**config.mk**
```make
export PLATFORM = sky130hd
export DESIGN_NAME = rtl_operand_fifo
export DESIGN_NICKNAME = d
export VERILOG_FILES = /design/src/rtl/rtl_operand_fifo.sv
export SDC_FILE = /design/constraint.sdc
export NUM_CORES = 1
export LEC_CHECK = 0
export CORE_MARGIN = 2
export CORE_UTILIZATION = 42
export DETAILED_ROUTE_END_ITERATION = 10
export PLACE_DENSITY = 0.7
export SLEW_MARGIN = 5
export SYNTH_ARGS = -nofsm -noshare
export SYNTH_HDL_FRONTEND = slang
export SYNTH_SLANG_ARGS = --single-unit
```
**constraint.sdc**
```tcl
create_clock -name CLK -period 2.8 [get_ports CLK]
set_input_delay 0.42 -clock CLK [delete_from_list [all_inputs] [get_ports CLK]]
set_output_delay 0.42 -clock CLK [all_outputs]
set_load 0.03 [all_outputs]
```
**src/rtl/rtl_operand_fifo.sv**
```systemverilog
// rtl_operand_fifo
// Operand-staging FIFO in front of RTL. Producer pairs are accepted over a
// valid/ready interface, buffered in a DEPTH-entry circular buffer, and the
// head pair is presented to RTL on in1/in2 with handshake_valid. Every output
// comes straight from registers, so there is no path from handshake_ready
// back to enq_ready. xfer_count is a free-running, wrapping debug count of
// completed downstream transfers.
module rtl_operand_fifo #(
    parameter int WIDTH     = 4,
    parameter int DEPTH     = 2,
    parameter int CNT_WIDTH = 8
) (
    input  logic                       CLK,
    input  logic                       RESET,
    input  logic                       enq_valid,
    output logic                       enq_ready,
    input  logic [WIDTH-1:0]           enq_in1,
    input  logic [WIDTH-1:0]           enq_in2,
    output logic [WIDTH-1:0]           in1,
    output logic [WIDTH-1:0]           in2,
    output logic                       handshake_valid,
    input  logic                       handshake_ready,
    output logic [$clog2(DEPTH):0]     count,
    output logic [CNT_WIDTH-1:0]       xfer_count
);

    localparam int PTR_W = $clog2(DEPTH);
    localparam int OCC_W = PTR_W + 1;

    logic [WIDTH-1:0] mem_in1 [DEPTH];
    logic [WIDTH-1:0] mem_in2 [DEPTH];
    logic [PTR_W-1:0] wr_ptr;
    logic [PTR_W-1:0] rd_ptr;
    logic [OCC_W-1:0] occ;
    logic             do_enq;
    logic             do_deq;

    // Handshake qualification: both sides only look at registered occupancy.
    // A full FIFO refuses the producer even if the head leaves this cycle.
    always_comb begin
        enq_ready       = (occ != OCC_W'(DEPTH));
        handshake_valid = (occ != '0);
        do_enq          = enq_valid && enq_ready;
        do_deq          = handshake_valid && handshake_ready;
    end

    // Head entry is shown even when empty; storage is cleared on reset so it
    // is never X, and it is not overwritten while occupied.
    always_comb begin
        in1   = mem_in1[rd_ptr];
        in2   = mem_in2[rd_ptr];
        count = occ;
    end

    // Storage write: the slot at wr_ptr is free whenever an enqueue happens.
    always_ff @(posedge CLK) begin
        if (RESET) begin
            for (int i = 0; i < DEPTH; i++) begin
                mem_in1[i] <= '0;
                mem_in2[i] <= '0;
            end
        end else if (do_enq) begin
            mem_in1[wr_ptr] <= enq_in1;
            mem_in2[wr_ptr] <= enq_in2;
        end
    end

    // Pointers wrap naturally at DEPTH (power of two).
    always_ff @(posedge CLK) begin
        if (RESET) begin
            wr_ptr <= '0;
            rd_ptr <= '0;
        end else begin
            if (do_enq) begin
                wr_ptr <= wr_ptr + PTR_W'(1);
            end
            if (do_deq) begin
                rd_ptr <= rd_ptr + PTR_W'(1);
            end
        end
    end

    // Occupancy: simultaneous enqueue and dequeue leave it unchanged.
    always_ff @(posedge CLK) begin
        if (RESET) begin
            occ <= '0;
        end else begin
            case ({do_enq, do_deq})
                2'b10:   occ <= occ + OCC_W'(1);
                2'b01:   occ <= occ - OCC_W'(1);
                default: occ <= occ;
            endcase
        end
    end

    // Debug transfer counter, wraps without saturating.
    always_ff @(posedge CLK) begin
        if (RESET) begin
            xfer_count <= '0;
        end else if (do_deq) begin
            xfer_count <= xfer_count + CNT_WIDTH'(1);
        end
    end

endmodule

```
Word-level counts from Yosys, hierarchy flattened
Memories as Yosys holds them, arrays and structs flattened. A register that Yosys moved wholly into a read port is not among the register bits.
Cells that the tools add are included.
{ "word_totals": {"ff_bits": 12, "ram_bits": 16, "input_bits": 12, "out_inout_bits": 20, "n_memories": 2} }
{ "classes": {"add_sub_neg": 5, "eq_ne": 3, "muxes": 16, "n_reduce_logical": 6} }
{ "memory_table": {"columns": ["name", "words", "width", "rd", "rd_ports_with_merged_regs", "wr", "line", "text"], "rows": [
  ["mem_in1", 2, 4, 1, 1, 2, "30", "logic [WIDTH-1:0] mem_in1 [DEPTH];"],
  ["mem_in2", 2, 4, 1, 1, 2, "31", "logic [WIDTH-1:0] mem_in2 [DEPTH];"]
]} }
{ "ops": {"columns": ["cell", "n"], "rows": [
  ["two-way mux 1 bit", 13],
  ["adder 8 x 1 -> 8 bit, second input constant", 1],
  ["two-way mux 4 bit", 2],
  ["OR reduction 4 bit", 2],
  ["case mux 2 bit (2 select lines)", 1],
  ["nonzero test 2 bit", 2],
  ["adder 1 bit, second input constant", 2],
  ["adder 2 x 1 -> 2 bit, second input constant", 1],
  ["== test 2 x 1 -> 1 bit, second input constant", 1],
  ["== test 2 bit, second input constant", 1],
  ["logical AND 1 bit", 2],
  ["inequality test 2 bit, second input constant", 1],
  ["subtractor 2 x 1 -> 2 bit, second input constant", 1]
]} }

Logic depth before layout (Yosys ltp)
{ "depth": {"word_depth": 7, "depth_mapped": 7, "mapped_depth_nobuf": 6} }

Least setup slack after synthesis
No wires, ideal clock.
{ "synth_timing": {"path_type": "register -> register", "startpoint": "reg occ[0] (netlist: count[0])", "endpoint": "reg occ[1] (netlist: count[1])", "setup_ps": 71, "t_arrival_ps": 1963, "setup_slack_ps": 766, "path_stages_with_launch": 7, "period_less_slack_ps": 2034, "path_cell_list": "dfxtp_1 -> buf_4 -> nand2b_1 -> nand2_1 -> ha_1 -> or3_1 -> a21oi_1"} }
{ "synth_between": {"elab_chain_cells": 4, "elab_cells_between_ends": 10, "cone_classes": "add/sub (2); eq/ne (3); mux (1); reduce/logical (4)"} }
{ "synth_rtl": {"columns": ["element", "line", "text"], "rows": [
  ["from (decl)", "34", "logic [OCC_W-1:0] occ;"],
  ["from (signal assigned)", "89", "2'b10: occ <= occ + OCC_W'(1);"],
  ["from (signal assigned)", "90", "2'b01: occ <= occ - OCC_W'(1);"],
  ["inequality test 2 bit (*)", "41", "enq_ready = (occ != OCC_W'(DEPTH));"],
  ["net enq_ready", "16", "output logic enq_ready,"],
  ["logical AND 1 bit (*)", "43", "do_enq = enq_valid && enq_ready;"],
  ["== test 2 x 1 -> 1 bit / == test 2 bit (equally long branches)", "88", "case ({do_enq, do_deq})"],
  ["case mux 2 bit (2 select lines) / nonzero test 2 bit (equally long branches)", null, null]
]} }
Mark *: on every way through the listed nets, which the timed path passes. The rest lies on a longest branch.
A chain may end at the register's enable or synchronous reset.

==> impl.org <==
** STA
- Max-slew violation total from the final report :: 0
- For this run, the top clock speed supported by timing is 439 MHz.
- The hold violation count in the final report is 0.
- Slew at the pin closest to its max-slew limit :: 414 ps
- Clock skew on the completed layout was measured at 7.49 ps.
- Final setup vio count :: 0
- Sum of negative setup slack :: 0 ps
- The worst path needs 2280 ps of the cycle, external delays included.
- Post-route fraction of the period consumed by the critical path :: 81.4%
- Measured against its own limit, the worst slew margin works out to 72.4%.
- RSZ-0062 raised after global routing :: no

** Logic synthesis
- After technology mapping, the gate count stands at 110.
- Post-synthesis instance area :: 1310 µm²
- Synthesis inferred 29 register bits.
- Mean instance size in the synthesized netlist :: 11.9 µm²
- When the netlist entered floorplanning its net count stood at 124.
- After synthesis, the share of cell area in mux cells is 9.68%.
- Summing the areas of all compound-gate instances in the mapped netlist gives 6.42% of the synthesized area.
- For this run, asynchronously set or reset flops after synthesis account for 0%.
- After synthesis, the netlist uses 30 different library cells.
- Count of yosys warnings during synthesis :: 0
- EDFF count, synth :: 16
- Synth Flop Type :: sky130_fd_sc_hd__edfxtp_1
- Arithmetic-cell share of the synthesized area counting full adders, half adders and majority gates :: 1.92%
- Combinational family with the most area after synthesis :: simple AND/OR/NAND/NOR gates
- After Yosys synthesis, XOR and XNOR cells account for 3.36% of the synthesized area.
- Summing the areas of all and, or, nand and nor instances in the mapped netlist gives 19.6% of the synthesized area.
- Sequential fraction of the synthesis area :: 56.8%

** Run status
- Outcome :: complete, no violations

** Worst setup path
- On the critical path, the stage with the largest delay is an instance of sky130_fd_sc_hd__clkdlybuf4s50_1.
- Req. time, crit path :: 2380 ps
- Worst Path Class, Setup :: reg2out
- Type of origin of the critical path :: flop
- Element type at the critical path end :: output pin
- Together, buffers and inverters on the worst path number 1.
- Cell-by-cell trace of the critical path :: mux2_2 > clkdlybuf4s50_1
- Max stage delay on crit path :: 590 ps
- Along the worst path, the maximum fanout reaches 8.
- Critical path arrival :: 1860 ps
- Kind of cell with the highest combined delay on the critical path :: buffers and inverters

** Clocking
- Clock tree synthesis found a total of 29 sinks.
- The clock passes through at most 2 buffers.
- Count of cells resized by post-cts repair :: 0
- The number of clock buffers added by TritonCTS is 5.
- TritonCTS built the clock tree.
- After clock tree synthesis, the flow added hold-fix buffers numbering 0.
- CTS placed an instance of sky130_fd_sc_hd__clkbuf_4 at the clock tree root.
- Number of setup buffers added after CTS :: 0
- Level count of the clock H-tree :: 2
- Insertion delay to the later sink of the worst-skew pair :: 320 ps
- Clock-pin slew was measured on the worst setup and hold paths at 90 ps.

** Pwr
- In this run, the combinational gates consume 39.7% of the power.
- Part of the total power dissipated in sequential elements :: 43.3%
- Leak :: 0.655 nW
- Internal power comes to 0.000866 W.
- Power per cell area :: 803 nW/µm²
- The clock network burns 17.0% of the power.
- Highest ir drop seen on vdd :: 0.589 mV
- Fraction of power spent switching nets :: 36.2%
- Summed over all nets, the switching power comes to 0.000493 W.

** Die
- The die covers 3570 µm².
- Once the floorplan was initialized, standard cells occupied 43.5% of the core.
- Site Rows :: 20
- After floorplanning, the core was sized to cover 3000 µm².
- The floorplan step set the die height to 59.7 µm.
- The die is 59.7 µm wide.
- Pin placement for this block handled 32 I/O pins.

** Detailed routing
- Routed Antenna Nets :: 0
- The first routing iteration left 21 violations.
- Dividing the detail-routed via count by the number of cells gives 5.21.
- Signal routing reaches up to met4.
- Routed metal-1 wire length :: 1030 µm
- After detailed routing, the average wire length per cell comes to 13.6 µm.
- The first detailed-routing pass ran for 4 iterations.
- The routed design uses 175 µm of met3 wire.
- Remaining routing DRC violations :: 0
- The detailed router placed 927 vias in this run.
- Met2 WL post-DR :: 1190 µm
- Summed over all layers, the routed wires come to 2430 µm.

** Layout
- Cells with a size suffix above 1 make up 15.9% of the layout.
- Measured on the finished design, the core utilization comes to 56.3%.
- Number of nets in the layout :: 158
- 0 antenna diodes ended up in the layout.
- Fill cells in the final layout number 283.
- Area added between synthesis and finish :: 29.6%

** Global routing
- Entering global routing, the biggest net connects 20 pins.
- Via count of the first global-routing pass :: 929
- The first global-routing pass estimated 4050 µm of wire.
- Overall track demand over capacity in global routing :: 15.7%
- The number of antenna violations at the first check in global routing came to 0.
- GRT Residual Overflow :: 0

** Placed design
- Detailed placement finished with a half-perimeter wire length of 1700 µm.
- Count of input and output buffers :: 31
- At the end of routability-driven placement, the weighted congestion stood at 0.667.

** Hold path
- Path type of the worst min-delay path :: reg2reg

** Job
- Number of max-cap violations :: 0
[metrics by stage]
step	hold WS (ps)	instances	total power [W]	setup WS, ps	cell area, µm²
final	514	178	0.00136	522	1690
after global routing	558	178	0.00144	456	1690
after CTS	520	178	0.00138	480	1690
after detailed placement	495	170	0.00114	701	1640
after global placement	489	170	0.00113	774	1640
after floorplan	472	110	0.000945	766	1310
[synth_stat cells, types with 3 or more instances]
master	count	share of area [%]
sky130_fd_sc_hd__xor2_1	4	2.7
sky130_fd_sc_hd__nand2b_1	3	1.4
sky130_fd_sc_hd__o21ai_0	3	1.2
sky130_fd_sc_hd__and2_1	16	7.7
sky130_fd_sc_hd__nor2_1	9	2.6
sky130_fd_sc_hd__dfxtp_1	13	20
sky130_fd_sc_hd__mux2_2	9	7.8
sky130_fd_sc_hd__edfxtp_1	16	37
sky130_fd_sc_hd__or3_1	3	1.4
sky130_fd_sc_hd__clkbuf_1	4	1.2
sky130_fd_sc_hd__a21oi_1	5	1.9
[path summary, 6_finish.rpt]
kind / slack (ps) / end / from / depth (start not counted)
worst min register to register: 510 / flop / rd_ptr / 2
worst min-delay path: 510 / flop / rd_ptr / 2
worst max-delay path: 520 / in2[0] / flop / 2
worst max register to register: 1030 / count[1] / count[0] / 5
[kinds of logic after synthesis]
kind of cell               count (synthesis)
AOI/OAI and AO/OA                         13
xor gates and xnor gates                   5
adders and majority gates                  2
buffers and inverters                      7
DFF                                       29
muxes                                     11
and+or+nand+nor                           43
[cells in the final DEF (no fill, tap or decap)]
| cell | netlist | final |
|---|---|---|
| sky130_fd_sc_hd__a21bo_2 | 1 | 1 |
| sky130_fd_sc_hd__a21oi_1 | 5 | 5 |
| sky130_fd_sc_hd__a31o_2 | 1 | 1 |
| sky130_fd_sc_hd__and2_1 | 16 | 16 |
| sky130_fd_sc_hd__and4b_1 | 1 | 1 |
| sky130_fd_sc_hd__and4bb_2 | 1 | 1 |
| sky130_fd_sc_hd__buf_4 | 1 | 1 |
| sky130_fd_sc_hd__clkbuf_4 | 0 | 5 |
| sky130_fd_sc_hd__clkdlybuf4s50_1 | 0 | 31 |
| sky130_fd_sc_hd__clkinv_1 | 0 | 2 |
| sky130_fd_sc_hd__clkinv_2 | 0 | 1 |
| sky130_fd_sc_hd__dfxtp_1 | 13 | 13 |
| sky130_fd_sc_hd__edfxtp_1 | 16 | 16 |
| sky130_fd_sc_hd__ha_1 | 2 | 2 |
| sky130_fd_sc_hd__inv_1 | 2 | 2 |
| sky130_fd_sc_hd__mux2_2 | 9 | 9 |
| sky130_fd_sc_hd__mux2_4 | 1 | 1 |
| sky130_fd_sc_hd__mux2i_1 | 1 | 1 |
| sky130_fd_sc_hd__nand2_1 | 2 | 2 |
| sky130_fd_sc_hd__nand2b_1 | 3 | 3 |
| sky130_fd_sc_hd__nand3b_1 | 1 | 1 |
| sky130_fd_sc_hd__nand4_1 | 2 | 2 |
| sky130_fd_sc_hd__nor2_1 | 9 | 9 |
| sky130_fd_sc_hd__nor2b_1 | 2 | 2 |
| sky130_fd_sc_hd__o2111a_2 | 1 | 1 |
| sky130_fd_sc_hd__o211ai_1 | 1 | 1 |
| sky130_fd_sc_hd__o21ai_0 | 3 | 3 |
| sky130_fd_sc_hd__o21ai_1 | 1 | 1 |
| sky130_fd_sc_hd__or2_2 | 2 | 2 |
| sky130_fd_sc_hd__or3_1 | 3 | 3 |
| sky130_fd_sc_hd__or3b_1 | 1 | 1 |
| sky130_fd_sc_hd__xnor2_1 | 1 | 1 |
| sky130_fd_sc_hd__xor2_1 | 4 | 4 |
[layout make-up]
type | instances | area, µm² | share of cell area [%]
inverter | 2 | 7.51 | 0.444
clock inverter | 3 | 12.5 | 0.740
clock buffer | 5 | 37.5 | 2.22
sequential | 29 | 741 | 43.8
multi-input combinational | 74 | 534 | 31.6
tap | 33 | 41.3 | 2.44
timing repair buffer | 32 | 318 | 18.8
[power by group through the flow]
stage | sequential, W | combinational [W] | clock, W
2_1_floorplan | 0.000603 | 0.000342 | 0
3_3_place_gp | 0.000597 | 0.000532 | 0
3_5_place_dp | 0.000601 | 0.000541 | 0
4_1_cts | 0.000592 | 0.000544 | 0.000241
5_1_grt | 0.000599 | 0.000584 | 0.000258
6_report | 0.000589 | 0.000540 | 0.000231
[registers in the layout, indices dropped and copies added, names as in the netlist, named ones only]
signal	cells
count	2
mem_in1	8
mem_in2	8
rd_ptr	1
wr_ptr	1
xfer_count	8
[tightest hold or removal path: cells and delay by family (launching register included)]
kind | cells | cell delay (ps)
flip-flops | 1 | 340
XOR/XNOR | 1 | 80
AND/OR/NAND/NOR | 1 | 80
[layer usage]
metal / GRT usage [%] / vias up
li1: - / 457
met4: 5.71 / 0
met3: 6.06 / 3
met1: 18.0 / 435
met5: 0 / -
met2: 26.2 / 32
Note: power is estimated with default switching activity, not from simulation.
